==> config.mk <==
export PLATFORM = sky130hd
export DESIGN_NAME = clint_itrp_gen_flat
export DESIGN_NICKNAME = d
export VERILOG_FILES = /design/src/rtl/clint_itrp_gen_if.sv /design/src/rtl/clint_itrp_gen.sv /design/src/flat_wrapper.sv
export SDC_FILE = /design/constraint.sdc
export NUM_CORES = 1
export LEC_CHECK = 0
export ABC_AREA = 1
export CORE_MARGIN = 8
export CORE_UTILIZATION = 40
export DETAILED_ROUTE_END_ITERATION = 12
export PLACE_DENSITY = 0.76
export SETUP_SLACK_MARGIN = 0.3
export SYNTH_ARGS = -nofsm -noshare
export SYNTH_HDL_FRONTEND = slang
export SYNTH_SLANG_ARGS = --single-unit
==> constraint.sdc <==
create_clock -name clock -period 2.9 [get_ports clock]
set_clock_uncertainty 0.15 [all_clocks]
set_input_delay 0.435 -clock clock [delete_from_list [all_inputs] [get_ports clock]]
set_output_delay 0.435 -clock clock [all_outputs]
set_load 0.03 [all_outputs]
==> src/rtl/clint_itrp_gen_if.sv <==
// Access/response bus between the MEM-stage uncached path and the CLINT.
// Also provides the shared bus-width and interrupt-bit-position macros.
`ifndef CLINT_ITRP_GEN_DEFS
`define CLINT_ITRP_GEN_DEFS
`define REG_BUS    63:0
`define ITRP_BUS   11:0
`define SOFT_ITRP  3
`define TIMER_ITRP 7
`define EXTER_ITRP 11
`endif

interface clint_itrp_gen_if;
   logic            acc_valid;
   logic            acc_ready;
   logic            acc_wen;
   logic [`REG_BUS] acc_addr;
   logic [`REG_BUS] acc_wdata;
   logic [7:0]      acc_wmask;
   logic            rsp_valid;
   logic [`REG_BUS] rsp_rdata;
   logic            rsp_err;

   modport master (
      output acc_valid, acc_wen, acc_addr, acc_wdata, acc_wmask,
      input  acc_ready, rsp_valid, rsp_rdata, rsp_err
   );

   modport slave (
      input  acc_valid, acc_wen, acc_addr, acc_wdata, acc_wmask,
      output acc_ready, rsp_valid, rsp_rdata, rsp_err
   );
endinterface

==> src/rtl/clint_itrp_gen.sv <==
// Core-local interruptor: MSIP / MTIMECMP / MTIME registers, free-running
// mtime, and a gated per-cause interrupt vector for the exception handler.
// Optional feature macro: CLINT_TICK_DIV_EN (mtime prescaler by TICK_DIV,
// TICK_DIV must be a power of two >= 2).
`ifndef CLINT_ITRP_GEN_DEFS
`define CLINT_ITRP_GEN_DEFS
`define REG_BUS    63:0
`define ITRP_BUS   11:0
`define SOFT_ITRP  3
`define TIMER_ITRP 7
`define EXTER_ITRP 11
`endif

module clint_itrp_gen #(
   parameter logic [63:0] BASE_ADDR = 64'h0000_0000_0200_0000,
   parameter int          TICK_DIV  = 16
) (
   input  logic              clock,
   input  logic              reset,
   clint_itrp_gen_if.slave   acc,
   input  logic              ext_irq,
   input  logic [`REG_BUS]   mie_rd_data,
   input  logic              mstatus_mie,
   output logic [`ITRP_BUS]  itrp_info,
   output logic [`REG_BUS]   mip_rd_data
);

   localparam logic [63:0] ADDR_MSIP     = BASE_ADDR + 64'h0000;
   localparam logic [63:0] ADDR_MTIMECMP = BASE_ADDR + 64'h4000;
   localparam logic [63:0] ADDR_MTIME    = BASE_ADDR + 64'hBFF8;

   typedef enum logic {ST_IDLE, ST_RESP} state_t;

   state_t           state_reg, state_next;
   logic [63:0]      mtime_reg, mtime_next;
   logic [63:0]      mtimecmp_reg, mtimecmp_next;
   logic             msip_reg, msip_next;
   logic             mtip_reg;
   logic             ext_sync1_reg, ext_sync2_reg;
   logic [`ITRP_BUS] itrp_reg, itrp_next;
   logic [63:0]      rdata_reg, rdata_next;
   logic             err_reg, err_next;

   logic [63:0]      wmask_bits;
   logic             accept;
   logic             sel_msip, sel_mtimecmp, sel_mtime;
   logic             wr_mtime;
   logic             tick;
   logic             unused_bits;

   // Expand the byte enables to a per-bit mask
   genvar gi;
   generate
      for (gi = 0; gi < 8; gi++) begin : g_wmask
         assign wmask_bits[gi*8 +: 8] = {8{acc.acc_wmask[gi]}};
      end
   endgenerate

   assign sel_msip     = (acc.acc_addr == ADDR_MSIP);
   assign sel_mtimecmp = (acc.acc_addr == ADDR_MTIMECMP);
   assign sel_mtime    = (acc.acc_addr == ADDR_MTIME);
   assign wr_mtime     = accept & acc.acc_wen & sel_mtime;

`ifdef CLINT_TICK_DIV_EN
   localparam int PRESC_W = (TICK_DIV > 1) ? $clog2(TICK_DIV) : 1;

   logic [PRESC_W-1:0] presc_reg, presc_next;

   // Prescaler: mtime ticks when it wraps to zero; an MTIME write restarts it
   always_comb begin
      presc_next = presc_reg + 1'b1;
      tick       = (presc_next == '0);
      if (wr_mtime) begin
         presc_next = '0;
      end
   end

   // Prescaler register
   always_ff @(posedge clock) begin
      if (reset) begin
         presc_reg <= '0;
      end else begin
         presc_reg <= presc_next;
      end
   end

   assign unused_bits = ^{mie_rd_data[63:12], mie_rd_data[10:8], mie_rd_data[6:4], mie_rd_data[2:0]};
`else
   localparam logic [31:0] TICK_DIV_BITS = 32'(TICK_DIV);

   assign tick        = 1'b1;
   assign unused_bits = ^{mie_rd_data[63:12], mie_rd_data[10:8], mie_rd_data[6:4], mie_rd_data[2:0],
                          TICK_DIV_BITS[0]};
`endif

   // Handshake FSM: accept in IDLE, one-cycle response strobe in RESP
   always_comb begin
      state_next    = state_reg;
      accept        = 1'b0;
      acc.acc_ready = 1'b0;
      acc.rsp_valid = 1'b0;
      case (state_reg)
         ST_IDLE: begin
            acc.acc_ready = 1'b1;
            if (acc.acc_valid) begin
               accept     = 1'b1;
               state_next = ST_RESP;
            end
         end
         ST_RESP: begin
            acc.rsp_valid = 1'b1;
            state_next    = ST_IDLE;
         end
         default: state_next = ST_IDLE;
      endcase
   end

   // Register file: byte-masked writes, read sampling, mtime advance
   always_comb begin
      msip_next     = msip_reg;
      mtimecmp_next = mtimecmp_reg;
      mtime_next    = tick ? (mtime_reg + 64'd1) : mtime_reg;
      rdata_next    = rdata_reg;
      err_next      = err_reg;
      if (accept) begin
         rdata_next = '0;
         err_next   = ~(sel_msip | sel_mtimecmp | sel_mtime);
         if (acc.acc_wen) begin
            if (sel_msip && acc.acc_wmask[0]) begin
               msip_next = acc.acc_wdata[0];
            end
            if (sel_mtimecmp) begin
               mtimecmp_next = (mtimecmp_reg & ~wmask_bits) | (acc.acc_wdata & wmask_bits);
            end
            // A software write overrides the increment for this cycle
            if (sel_mtime) begin
               mtime_next = (mtime_reg & ~wmask_bits) | (acc.acc_wdata & wmask_bits);
            end
         end else begin
            if (sel_msip) begin
               rdata_next = {63'b0, msip_reg};
            end
            if (sel_mtimecmp) begin
               rdata_next = mtimecmp_reg;
            end
            if (sel_mtime) begin
               rdata_next = mtime_reg;
            end
         end
      end
   end

   // Gate pending causes so every asserted bit is takeable
   always_comb begin
      itrp_next              = '0;
      itrp_next[`SOFT_ITRP]  = msip_reg      & mie_rd_data[3]  & mstatus_mie;
      itrp_next[`TIMER_ITRP] = mtip_reg      & mie_rd_data[7]  & mstatus_mie;
      itrp_next[`EXTER_ITRP] = ext_sync2_reg & mie_rd_data[11] & mstatus_mie;
   end

   // Ungated pending view for CSR reads
   always_comb begin
      mip_rd_data     = '0;
      mip_rd_data[3]  = msip_reg;
      mip_rd_data[7]  = mtip_reg;
      mip_rd_data[11] = ext_sync2_reg;
   end

   // State registers; reset also drops an in-flight response
   always_ff @(posedge clock) begin
      if (reset) begin
         state_reg     <= ST_IDLE;
         mtime_reg     <= '0;
         mtimecmp_reg  <= '1;
         msip_reg      <= 1'b0;
         mtip_reg      <= 1'b0;
         ext_sync1_reg <= 1'b0;
         ext_sync2_reg <= 1'b0;
         itrp_reg      <= '0;
         rdata_reg     <= '0;
         err_reg       <= 1'b0;
      end else begin
         state_reg     <= state_next;
         mtime_reg     <= mtime_next;
         mtimecmp_reg  <= mtimecmp_next;
         msip_reg      <= msip_next;
         mtip_reg      <= (mtime_reg >= mtimecmp_reg);
         ext_sync1_reg <= ext_irq;
         ext_sync2_reg <= ext_sync1_reg;
         itrp_reg      <= itrp_next;
         rdata_reg     <= rdata_next;
         err_reg       <= err_next;
      end
   end

   assign acc.rsp_rdata = rdata_reg;
   assign acc.rsp_err   = err_reg;
   assign itrp_info     = itrp_reg;

endmodule

==> src/flat_wrapper.sv <==
// flat-port wrapper written by rule: the top's interface ports become plain ports
module clint_itrp_gen_flat 
#(
   parameter logic [63:0] BASE_ADDR = 64'h0000_0000_0200_0000,
   parameter int          TICK_DIV  = 16
)
  (clock, reset, ext_irq, mie_rd_data, mstatus_mie, itrp_info, mip_rd_data, acc_acc_valid, acc_acc_wen, acc_acc_addr, acc_acc_wdata, acc_acc_wmask, acc_acc_ready, acc_rsp_valid, acc_rsp_rdata, acc_rsp_err);
  clint_itrp_gen_if acc_i ();
  input  logic clock;
  input  logic reset;
  input  logic ext_irq;
  input  logic [`REG_BUS] mie_rd_data;
  input  logic mstatus_mie;
  output logic [`ITRP_BUS] itrp_info;
  output logic [`REG_BUS] mip_rd_data;
  input wire logic [$bits(acc_i.acc_valid)-1:0] acc_acc_valid;
  input wire logic [$bits(acc_i.acc_wen)-1:0] acc_acc_wen;
  input wire logic [$bits(acc_i.acc_addr)-1:0] acc_acc_addr;
  input wire logic [$bits(acc_i.acc_wdata)-1:0] acc_acc_wdata;
  input wire logic [$bits(acc_i.acc_wmask)-1:0] acc_acc_wmask;
  output wire logic [$bits(acc_i.acc_ready)-1:0] acc_acc_ready;
  output wire logic [$bits(acc_i.rsp_valid)-1:0] acc_rsp_valid;
  output wire logic [$bits(acc_i.rsp_rdata)-1:0] acc_rsp_rdata;
  output wire logic [$bits(acc_i.rsp_err)-1:0] acc_rsp_err;
  assign acc_i.acc_valid = acc_acc_valid;
  assign acc_i.acc_wen = acc_acc_wen;
  assign acc_i.acc_addr = acc_acc_addr;
  assign acc_i.acc_wdata = acc_acc_wdata;
  assign acc_i.acc_wmask = acc_acc_wmask;
  assign acc_acc_ready = acc_i.acc_ready;
  assign acc_rsp_valid = acc_i.rsp_valid;
  assign acc_rsp_rdata = acc_i.rsp_rdata;
  assign acc_rsp_err = acc_i.rsp_err;
  clint_itrp_gen #(.BASE_ADDR(BASE_ADDR), .TICK_DIV(TICK_DIV)) u_core (.clock(clock), .reset(reset), .acc(acc_i), .ext_irq(ext_irq), .mie_rd_data(mie_rd_data), .mstatus_mie(mstatus_mie), .itrp_info(itrp_info), .mip_rd_data(mip_rd_data));
endmodule
Word-level counts from Yosys, hierarchy flattened
Index checks and enable logic that the tools add are counted.
- flip-flop bits (word level): 210
- bits in latches: 0
- memory bits (writable): 0
- bits in read-only memories: 0
- bits of input ports: 206
- output and inout bits: 143
- word-level logic and storage cells: 47
- memories: 0
- add/subtract/negate cells: 1
- $mul: 0
- div/mod/pow operators: 0
- magnitude comparators: 1
- eq/ne operators: 3
- shift-type cells: 0
- multiplexer cells: 12
- bitwise gates (word level): 16
- reduce and logical (&&, ||, !) cells: 3
- operator list (cell ; number):
    $mux 64 ; 6
    $and 64x64->64 ; 3
    $eq 64x26->1 const B ; 3
    $or 64x64->64 ; 2
    $add 64x1->64 const B ; 1
    $ge 64x64->1 ; 1
    $not 64->64 ; 1
    $and 1x1->1 ; 6
    $reduce_and 3->1 ; 2
    $mux 1 ; 5
    $not 1->1 ; 2
    $or 1x1->1 ; 2
    $pmux 1 s2 ; 1
    $logic_and 1x1->1 ; 1

Depth between registers and ports, before layout
- word-level depth: 6
- depth in mapped cells: 17
- depth with buffers taken out: 17

Worst setup path before layout
OpenSTA, ideal clock, no wires.
- kind: register -> register
- start point: reg u_core.state_reg
- end point: reg with a tool-made name
- data arrival time: 1.836 ns
- data required time: 2.612 ns
- slack: 0.776 ns
- stages on the path, launching flop included: 9
- clock period less this slack: 2.124 ns
- cell sequence: dfxtp_1 > inv_1 > nand2_2 > nor2_1 > inv_1 > nor2_1 > nand2_1 > nand2_1 > o211ai_1
- RTL lines (item ; RTL line ; source):
    from (decl) ; clint_itrp_gen.sv:34 ; state_t state_reg, state_next;
    from (signal assigned) ; clint_itrp_gen.sv:183 ; state_reg <= state_next;

==> impl_metrics.toml <==
[layout]
nNetsFinal = 2613
diodes = 0
drive_gt1_frac = 0.0543
fin_cells = 2807
seq_area_um2 = 4030
area_delta_synth_final_pct = 25.4
fill_cells = 3350
multi_input_area_um2 = 7830

[floorplan]
core_um2 = 33200
dieHeight_um = 199
fp-row-count = 67
start_util = 0.403
ios = 349
die_x_um = 199
die-area_um2 = 39500

[setup_path]
reg2reg_slack_ns = 0.47
critPathKind = "reg2reg"
end_kind = "flop"
cp-start-kind = "flop"
crit_arrival_ns = 2.67
worstPathMaxFanout = 5
crit_required_ns = 3.14
ff2ff_path_depth = 12

[yosys]
synth_flop_cell = "dfxtp_1"
ys_seq_elements = 201
synth_area_leader_cell = "dfxtp_1"
synthesis.area_um2 = 13400
ys_warn_count = 0
ys_seq_area_frac = 0.301
synth_edf_count = 0
synth.most_common_cell = "nand2_1"
synthCells = 2141
synth_commonest_cells = "nand2_1, nand3_1, nor2_1"
avgSynthCellArea_um2 = 6.25
synthTopCellsByArea = "dfxtp_1, nand2_1, nand3_1"
synth.top_cell.area_share = 0.301
postSynth.asyncResetShare = 0
yosys.cell_types.count = 40

[power_and_ir_drop]
ir_drop_uv = 362
finalPower_w = 0.00655
power.density_nw_per_um2 = 391
power_leakage_nw = 7.34

[clocking]
cts_setup_buffers = 0
cts_hold_buf = 0
clk_pin_slew_ns = 0.06
htree_levels = 1
clock_sinks = 201
cts_buffers = 24
post_cts_resized = 0
clk_path_buf_depth = 3
clk_latency_ns = 0.53
cts_tree = "yes"
root_buffer = "clkbuf_16"

[run]
drv_cap = 0

[placed_design]
dpl.hpwl_mm = 37.0
pre_cts_slack_ns = 0.0291
gp_congestion = 0.976
place_inst = 2764
place.port_buffers = 217

[timing]
rsz0062_at_grt = "false"
finalHoldViolCount = 0
finalSetupTns_ns = 0
max-slew-margin-rel = 0.466
holdWs_ns = 0.262
timing.final.crit_period_ns = 2.43
setup_violations = 0
period_share = 0.839
worst_slack_ns = 0.466
slew_violations = 0
tightest_slew_ns = 0.801
fmax_ghz = 0.411

[detailed_routing]
highest_layer = "met4"
wl_met2_mm = 22.9
first_pass_iters = 10
met1Wirelength_mm = 20.3
post_drt_wl_per_cell_um = 17.1
drtIter0Drc = 1152
drc = 0
drtAntennaViolNets = 0
totalWireLength_mm = 48.1
viasPerCell = 5.21
wl_met3_mm = 3.61
vias = 14600

[global_route]
grt_pass1_wl_mm = 75.0
overflow = 0
grt_max_degree = 123
grt_pass1_vias = 13900
grt_use_total = 0.234
antenna_found_initial = 0

[outcome]
status = "complete, no violations"

[hold_path]
hold_class = "reg2reg"
==> critical path: stages, from the launching register on <==
cell and delay [ns]:
dfxtp_1 0.42, ha_1 0.23, nand2_1 0.09, nor2_2 0.19, nand2_1 0.16, nor2_1 0.18
nand2_1 0.14, inv_1 0.21, nand2_1 0.18, nor2_1 0.14, nor2_1 0.06, nor2_1 0.09
nor2_1 0.05
==> layer usage <==
layer	vias to the layer above	global-route usage
met2	549	0.401
met3	84	0.0364
met4	0	0.0697
met5	-	0
li1	7254	-
met1	6736	0.300
==> cell type report <==
type	count	area share
Clock buffer	37	0.0442
Clock inverter	6	0.00492
Sequential cell	201	0.240
Timing Repair Buffer	271	0.161
Inverter	222	0.0497
Multi-Input combinational cell	1622	0.467
Tap cell	448	0.0334
==> cells by family after synthesis <==
logic type | share of synthesized area
AOI/OAI and AO/OA | 0.114
xor gates and xnor gates | 0.00589
adders and majority gates | 0.0608
buffers and inverters | 0.134
DFF | 0.301
other | 0.000280
and+or+nand+nor | 0.384
==> cells in the final DEF (no fill, tap or decap), types with 3 or more instances in the layout <==
cell type	count
nand3b_1	4
clkdlybuf4s50_1	216
inv_1	213
buf_12	10
a21oi_1	146
xnor2_1	4
nand2_1	555
nand3_1	288
inv_2	8
ha_1	65
dfxtp_1	199
clkbuf_1	5
nor2_2	7
clkinv_2	3
nor3_1	18
nor2_1	235
conb_1	70
clkbuf_8	7
nor2_4	7
o211ai_1	17
nand4_1	57
nand2_2	3
o21ai_1	53
buf_4	45
clkbuf_16	25
xor2_1	5
o21bai_1	3
a31oi_1	4
o21ai_0	63
o21a_1	4
==> through the flow <==
stage               instance area [um^2]  utilization
global placement                   15900        0.480
finish                             16800        0.505
detailed placement                 15900        0.480
CTS                                16800        0.505
global route                       16800        0.505
floorplan                          13600            -
==> worst min-delay path by stage <==
stage | from | to | slack (ns) | cells past startpoint
final | u_core.ext_sync1_reg | u_core.ext_sync2_reg | 0.26 | 2
after global routing | u_core.ext_sync1_reg | u_core.ext_sync2_reg | 0.28 | 2
after CTS | u_core.ext_sync1_reg | u_core.ext_sync2_reg | 0.26 | 2
after detailed placement | u_core.ext_sync1_reg | u_core.ext_sync2_reg | 0.25 | 2
after global placement | u_core.ext_sync1_reg | u_core.ext_sync2_reg | 0.24 | 2
after floorplan | u_core.ext_sync1_reg | u_core.ext_sync2_reg | 0.24 | 2
==> power by group <==
group | total, W | internal [W] | switching (W)
logic | 0.000617 | 0.000226 | 0.000391
clock network | 0.00316 | 0.00193 | 0.00124
registers | 0.00278 | 0.00277 | 0.00000736
(Power assumes the default switching activity.)
